==> src/rtl/alu_exec_unit_pkg.sv <==
// Shared integer op types and default widths for the execution units.
package alu_exec_unit_pkg;

   localparam int unsigned XLEN_DEFAULT = 32;
   localparam int unsigned ROB_TAG_W    = 5;

   typedef enum logic [3:0] {
      ALU_ADD,
      ALU_SUB,
      ALU_XOR,
      ALU_OR,
      ALU_AND,
      ALU_SLL,
      ALU_SRL,
      ALU_SRA,
      ALU_SLT,
      ALU_SLTU,
      ALU_LUI,
      ALU_AUIPC,
      ALU_NOALU
   } ALU_operation_t;

endpackage

==> src/rtl/alu_core.sv <==
// Combinational integer ALU: (op, a, b, pc) -> result. Shared with the branch unit.
module alu_core
   import alu_exec_unit_pkg::*;
#(
   parameter int unsigned XLEN = XLEN_DEFAULT
) (
   input  ALU_operation_t  op,
   input  logic [XLEN-1:0] a,
   input  logic [XLEN-1:0] b,
   input  logic [XLEN-1:0] pc,
   output logic [XLEN-1:0] result_c
);

   localparam int unsigned SHAMT_W = 5;

   logic [SHAMT_W-1:0] shamt;

   assign shamt = b[SHAMT_W-1:0];

   always_comb begin
      result_c = '0;
      case (op)
         ALU_ADD:   result_c = a + b;
         ALU_SUB:   result_c = a - b;
         ALU_XOR:   result_c = a ^ b;
         ALU_OR:    result_c = a | b;
         ALU_AND:   result_c = a & b;
         ALU_SLL:   result_c = a << shamt;
         ALU_SRL:   result_c = a >> shamt;
         ALU_SRA:   result_c = XLEN'($signed(a) >>> shamt);
         ALU_SLT:   result_c = XLEN'($signed(a) < $signed(b));
         ALU_SLTU:  result_c = XLEN'(a < b);
         ALU_LUI:   result_c = b;
         ALU_AUIPC: result_c = pc + b;
         default:   result_c = '0;
      endcase
   end

endmodule

==> src/rtl/alu_exec_unit.sv <==
// Two-stage ALU functional unit (E1 operand latch, E2 result) with CDB
// valid/grant backpressure and single-cycle flush.
module alu_exec_unit
   import alu_exec_unit_pkg::*;
#(
   parameter int unsigned XLEN  = XLEN_DEFAULT,
   parameter int unsigned TAG_W = ROB_TAG_W
) (
   input  logic             clk,
   input  logic             rst_n,
   input  logic             issue_valid,
   output logic             issue_ready,
   input  ALU_operation_t   issue_op,
   input  logic [XLEN-1:0]  issue_a,
   input  logic [XLEN-1:0]  issue_b,
   input  logic [XLEN-1:0]  issue_pc,
   input  logic [TAG_W-1:0] issue_tag,
   input  logic             flush,
   output logic             cdb_valid,
   input  logic             cdb_grant,
   output logic [TAG_W-1:0] cdb_tag,
   output logic [XLEN-1:0]  cdb_result
);

   logic             e1_valid;
   ALU_operation_t   e1_op;
   logic [XLEN-1:0]  e1_a;
   logic [XLEN-1:0]  e1_b;
   logic [XLEN-1:0]  e1_pc;
   logic [TAG_W-1:0] e1_tag;
   logic             e2_valid;
   logic             e1_adv;
   logic             e2_adv;
   logic             issue_fire;
   logic [XLEN-1:0]  core_result;

   // A stage may advance when empty or when its downstream consumer frees up.
   assign e2_adv      = !e2_valid || cdb_grant;
   assign e1_adv      = !e1_valid || e2_adv;
   assign issue_ready = e1_adv && !flush;
   assign issue_fire  = issue_valid && issue_ready;
   assign cdb_valid   = e2_valid;

   alu_core #(.XLEN(XLEN)) u_alu_core (
      .op       (e1_op),
      .a        (e1_a),
      .b        (e1_b),
      .pc       (e1_pc),
      .result_c (core_result)
   );

   // Flush dominates accept, advance and grant; E2 payload only moves on advance
   // so cdb_tag/cdb_result hold while stalled.
   always_ff @(posedge clk or negedge rst_n) begin
      if (!rst_n) begin
         e1_valid   <= 1'b0;
         e2_valid   <= 1'b0;
         e1_op      <= ALU_NOALU;
         e1_a       <= '0;
         e1_b       <= '0;
         e1_pc      <= '0;
         e1_tag     <= '0;
         cdb_tag    <= '0;
         cdb_result <= '0;
      end else if (flush) begin
         e1_valid <= 1'b0;
         e2_valid <= 1'b0;
      end else begin
         if (e1_adv) begin
            e1_valid <= issue_valid;
         end
         if (issue_fire) begin
            e1_op  <= issue_op;
            e1_a   <= issue_a;
            e1_b   <= issue_b;
            e1_pc  <= issue_pc;
            e1_tag <= issue_tag;
         end
         if (e2_adv) begin
            e2_valid <= e1_valid;
         end
         if (e1_valid && e2_adv) begin
            cdb_tag    <= e1_tag;
            cdb_result <= core_result;
         end
      end
   end

endmodule

==> config.mk <==
export PLATFORM = sky130hd
export DESIGN_NAME = alu_exec_unit
export DESIGN_NICKNAME = d
export VERILOG_FILES = /design/src/rtl/alu_exec_unit_pkg.sv /design/src/rtl/alu_core.sv /design/src/rtl/alu_exec_unit.sv
export SDC_FILE = /design/constraint.sdc
export NUM_CORES = 1
export LEC_CHECK = 0
export BUFFER_PORTS_ARGS = -buffer_cell sky130_fd_sc_hd__buf_2
export CORE_MARGIN = 10
export CORE_UTILIZATION = 45
export DETAILED_ROUTE_END_ITERATION = 10
export PLACE_DENSITY = 0.74
export SYNTH_ARGS = -nofsm -noshare
export SYNTH_HDL_FRONTEND = slang
export SYNTH_SLANG_ARGS = --single-unit
==> constraint.sdc <==
create_clock -name clk -period 5.2 [get_ports clk]
set_input_delay 0.26 -clock clk [delete_from_list [all_inputs] [get_ports clk]]
set_output_delay 0.26 -clock clk [all_outputs]
set_load 0.1 [all_outputs]
==> Word level (Yosys, flattened, before mapping) <==
Cells that the tools add are included.
{ "classes": {"muxes": 5, "order_cmp": 2, "eq_ne": 11, "n_addsub": 3, "bitwise_logic": 4, "shifts": 3, "n_reduce_logical": 13} }
{ "op_table": {"columns": ["cell", "n"], "rows": [
  ["$pmux 32 s12", 1],
  ["$add 32x32->32", 2],
  ["$lt 32x32->1", 2],
  ["$and 32x32->32", 1],
  ["$or 32x32->32", 1],
  ["$shl 32x5->32", 1],
  ["$shr 32x5->32", 1],
  ["$sshr 32x5->32", 1],
  ["$sub 32x32->32", 1],
  ["$xor 32x32->32", 1],
  ["$eq 4x3->1 const B", 4],
  ["$eq 4x4->1 const B", 4],
  ["$eq 4x2->1 const B", 2],
  ["$eq 4x1->1 const B", 1],
  ["$logic_not 4->1", 1],
  ["$mux 1", 4],
  ["$reduce_and 2->1", 2],
  ["$reduce_bool 2->1", 2],
  ["$logic_and 1x1->1", 3],
  ["$logic_not 1->1", 3],
  ["$logic_or 1x1->1", 2],
  ["$not 1->1", 1]
]} }
{ "totals": {"in_bits": 110, "register_bits": 144, "wordCells": 50, "out_inout_bits": 39} }

==> Longest topological paths before layout <==
{ "logic_depth": {"ltp_word": 6, "ltp_mapped": 15, "mapped_depth_nobuf": 13} }

==> Cells and area by module <==
A second synthesis with hierarchy kept.
{ "hier_totals": {"hier_cells": 1659, "area_unflattened_um2": 14761.7} }
{ "modules_own_cells": {"columns": ["module", "area_per_inst_um2", "cells_each", "seq_area_each_um2", "n_inst"], "rows": [
  ["alu_core", 9394.0, 1349, 0.0, 1],
  ["alu_exec_unit", 5367.6, 310, 3606.0, 1]
]} }

==> Least setup slack after synthesis <==
OpenSTA, ideal clock, no wires.
{ "synth_path": {"path_type": "register to register", "startpoint": "register e1_op[3]", "endpoint": "register cdb_result[20]", "stages_incl_launch_ff": 16, "setup_slack_ns": 1.128, "required_time_ns": 5.062, "synth_period_minus_slack_ns": 4.072, "n_path_buf": 2, "arrival_ns": 3.934, "setup_ns": 0.138, "cell_sequence": "dfstp_2 -> clkbuf_1 -> nand4b_1 -> clkbuf_1 -> mux2_2 -> ha_1 -> fa_1 -> a21o_1 -> a221oi_2 -> o21ai_1 -> a221oi_2 -> o31ai_1 -> a221oi_1 -> xnor2_1 -> a222oi_1 -> o21ai_0"} }
{ "synth_via": {"elab_chain_cells": 2, "elab_cells_between_ends": 13, "classes_between": "eq/ne: 11; mux: 1; reduce/logical: 1"} }
{ "synth_lines": {"columns": ["item", "line", "rtl"], "rows": [
  ["start: declaration", "alu_exec_unit.sv:26", "ALU_operation_t e1_op;"],
  ["start signal: assignment", "alu_exec_unit.sv:73", "e1_op <= issue_op;"],
  ["$eq 4x4->1 (tied with other cells)", "alu_core.sv:22", "case (op)"],
  ["$pmux 32 s12 (*)", "alu_core.sv:22", null],
  ["end signal: assignment", "alu_exec_unit.sv:84", "cdb_result <= core_result;"],
  ["end: declaration", "alu_exec_unit.sv:22", "output logic [XLEN-1:0] cdb_result"]
]} }
Every way passes the cells marked *; elsewhere a longest branch is shown, timed or not.
A chain may end at the register's enable or synchronous reset.

==> Worst setup path after layout <==
{ "layout_path": {"startpoint": "register e1_op[2]", "endpoint": "register cdb_result[20]"} }
The elaborated chain is that of the path after synthesis.

==> metrics.txt <==
distinct cell type count after synthesis=81; FILL cells=3095; io pins=149; vias=14700; Clock Tree Root=clkbuf_16; die area=0.0406 sq mm; ys flop type=dfrtp_1; Initial Utilization=0.456; Hold Vio Cnt, Final=0; sequential area share after synthesis=0.243; Tightest Pin Transition=1130 ps; minimum clock period=4430 ps; count leader, synth=nand2_1; setup TNS=0 ps; crit path max fanout=15; most frequent cells after synthesis=157 x nand2_1, 155 x mux2_2, 144 x nor2_1; area of the mapped netlist=0.0148 sq mm; ANT cells=0; first-pass GRT wire length=86700 microns; I/O Buffers=148; nature of the critical path endpoint=register; initial antenna violation count=1; async set-or-reset flop fraction in the synthesized netlist=1.00; CTS tree=done; outcome=complete, no violations; DR pass1 iterations=7; Clock Tree Buf Depth=2; vias in the first global route=14400; Syn Nets=1970; CP Data Arrival Time=4750 ps; gr usage total=0.269; max cap viols=0; top cell type's share of synthesized area=0.239; leading area contributor after synthesis=dfrtp_1; CTS Buf Count=17; adder-cell share of the synthesized area=0.115; Required @ worst endpoint=5520 ps; Period Utilization, post-route=0.852; Syn Area/Cell=8.60 sq um; Power Density=432 mW/mm^2; VDD IR max=0.302 mV; top post-synthesis cells by area=dfrtp_1 24%, mux2_2 12%, ha_1 11%, a21oi_1 4.5%, mux4_2 4.4%; core area=0.0325 sq mm; RD Place Congestion=1.09; Lkg Pwr=7.32 nW; kind of critical path=reg -> reg; startpoint types=register; Skew-Pair Late Insertion Delay=450 ps; Synth Warn #=0; post-synthesis xor/xnor area fraction=0.0301; Yosys reg bits=144; Met3 Routed Length=5620 microns; combinational family with the most area after synthesis=compound AO/OA/AOI/OAI gates; Die Ht=202 microns; EDFF count, synth=0; Rows=66; endpoints failing setup=0; uppermost layer routed=met5; met2 routed WL=25100 microns; post-detail-place hpwl=41900 microns; mux cell area share after synthesis=0.197; largest net degree at the start of global routing=75; Final ANT Viol Nets=0; postcts setup bufs=0; Max Freq=226 MHz; overall routed net length=56200 microns; Worst Hold Slack=31.5 ps; global route total overflow=0; drt drc=0; via/cell ratio=6.50; fraction of layout cells with a size suffix above 1=0.235; htree depth=4; simple-gate area share of the yosys netlist=0.132; Setup Skew=15.7 ps; Clock Pin Slew Worst Setup and Hold Paths=70 ps; Routed WL per cell=24.9 microns; Clock Sinks=144; RSZ-0062 raised after global routing=no; max-slew violation count=0; hold crit path type=in -> reg; M1 WL=23100 microns; 1st-iter DRT viols=2241; Synth Instances=1725; Synth Area in Compound Gates=0.226; Total Nets Final=2047; Synth-to-Final Area Change=11.2%; Slew headroom=0.244; die extent in x=202 microns
[power by group]
group	switching [mW]	leakage (nW)	internal (mW)	total (mW)
registers	0.348	1.74	1.34	1.69
logic	2.82	5.32	1.42	4.23
clock network	0.578	0.270	0.625	1.20
[sequential cells by signal (all words and copies together), names as in the netlist]
name        cells
e1_pc          32
e1_b           32
e1_op           4
e1_a           32
cdb_result     32
cdb_valid       1
e1_valid        1
cdb_tag         5
e1_tag          5
[metal layers]
metal,global-route usage,vias up
met1,0.356,7060
met5,0,-
met3,0.0551,181
met4,0.110,2
met2,0.419,919
li1,-,6512
[repair_timing]
action                    CTS  global route
resized for setup           0             0
hold buffers                2             0
hold endpoints to repair   50             0
[critical path: stages (launching register included)]
cell and delay, ps:
dfstp_2 690, nand4b_1 190, buf_4 250, mux2_2 360, ha_1 210, fa_1 430
a21o_1 250, a221oi_2 330, o21ai_1 200, a221oi_2 330, o31ai_1 180, a221oi_1 310
xnor2_1 100, a222oi_1 300, o21ai_0 140
[logic make-up (layout without fill, tap and decap cells)]
kind of cell / Yosys count / in the layout
buf+inv: 219 / 309
fa+ha+maj: 135 / 135
compound gates: 502 / 502
flops: 144 / 144
mux: 236 / 236
xor+xnor: 51 / 51
simple gates: 438 / 438
[metrics by stage]
step / area (sq um) / power, mW / utilization / instances / setup slack [ps]
floorplan: 14800 / 4.71 / - / 1725 / 1130
global placement: 15900 / 5.74 / 0.490 / 2223 / 902
detailed placement: 15900 / 5.81 / 0.490 / 2223 / 865
CTS: 16500 / 7.03 / 0.507 / 2257 / 819
global route: 16500 / 7.50 / 0.507 / 2257 / 459
finish: 16500 / 7.13 / 0.507 / 2257 / 772
[path summary, 6_finish.rpt]
path	from	end	slack, ps	cells past startpoint
setup / recovery	e1_op[2]$_DFFE_PN1P_	cdb_result[20]$_DFFE_PN0P_	770	14
hold / removal	issue_b[17]	e1_b[17]$_DFFE_PN0P_	30	2
setup reg to reg	e1_op[2]$_DFFE_PN1P_	cdb_result[20]$_DFFE_PN0P_	770	14
hold reg to reg	cdb_result[5]$_DFFE_PN0P_	cdb_result[5]$_DFFE_PN0P_	470	2
max in group asynchronous	rst_n	e1_b[3]$_DFFE_PN0P_	3750	3
min in group asynchronous	rst_n	cdb_valid$_DFFE_PN0P_	340	2
[cell type report]
| class | instances | area (sq um) | area share |
|---|---|---|---|
| sequential | 144 | 3610 | 0.219 |
| timing repair buffer | 178 | 977 | 0.0592 |
| clock inverter | 15 | 129 | 0.00781 |
| inverter | 99 | 372 | 0.0225 |
| multi-input combinational | 1362 | 10400 | 0.632 |
| tap | 442 | 553 | 0.0335 |
| clock buffer | 17 | 425 | 0.0258 |
[layout by cell type, fill, tap and decap left out, types with 9 or more instances in the layout]
cell type	Yosys	final
a21o_1	20	20
nand2b_1	13	13
nand4_1	13	13
xor2_1	16	16
nor2b_1	14	14
ha_1	133	133
mux4_2	29	29
o211ai_1	24	24
nor2_1	144	143
xnor2_1	35	35
mux2_2	155	155
dfrtp_1	142	138
a31oi_1	13	13
a21oi_1	133	131
nor3_1	18	16
a211oi_1	20	20
o221ai_1	10	10
o21ai_0	114	114
a22oi_1	19	19
buf_4	1	28
o2111ai_1	13	13
buf_2	19	147
clkbuf_16	0	17
mux2i_1	52	52
nor4_1	9	9
a221o_1	10	10
nand2_1	157	156
nand3_1	30	29
a221oi_1	28	28
inv_1	97	97
No activity file was read; power rests on OpenSTA's default activity.
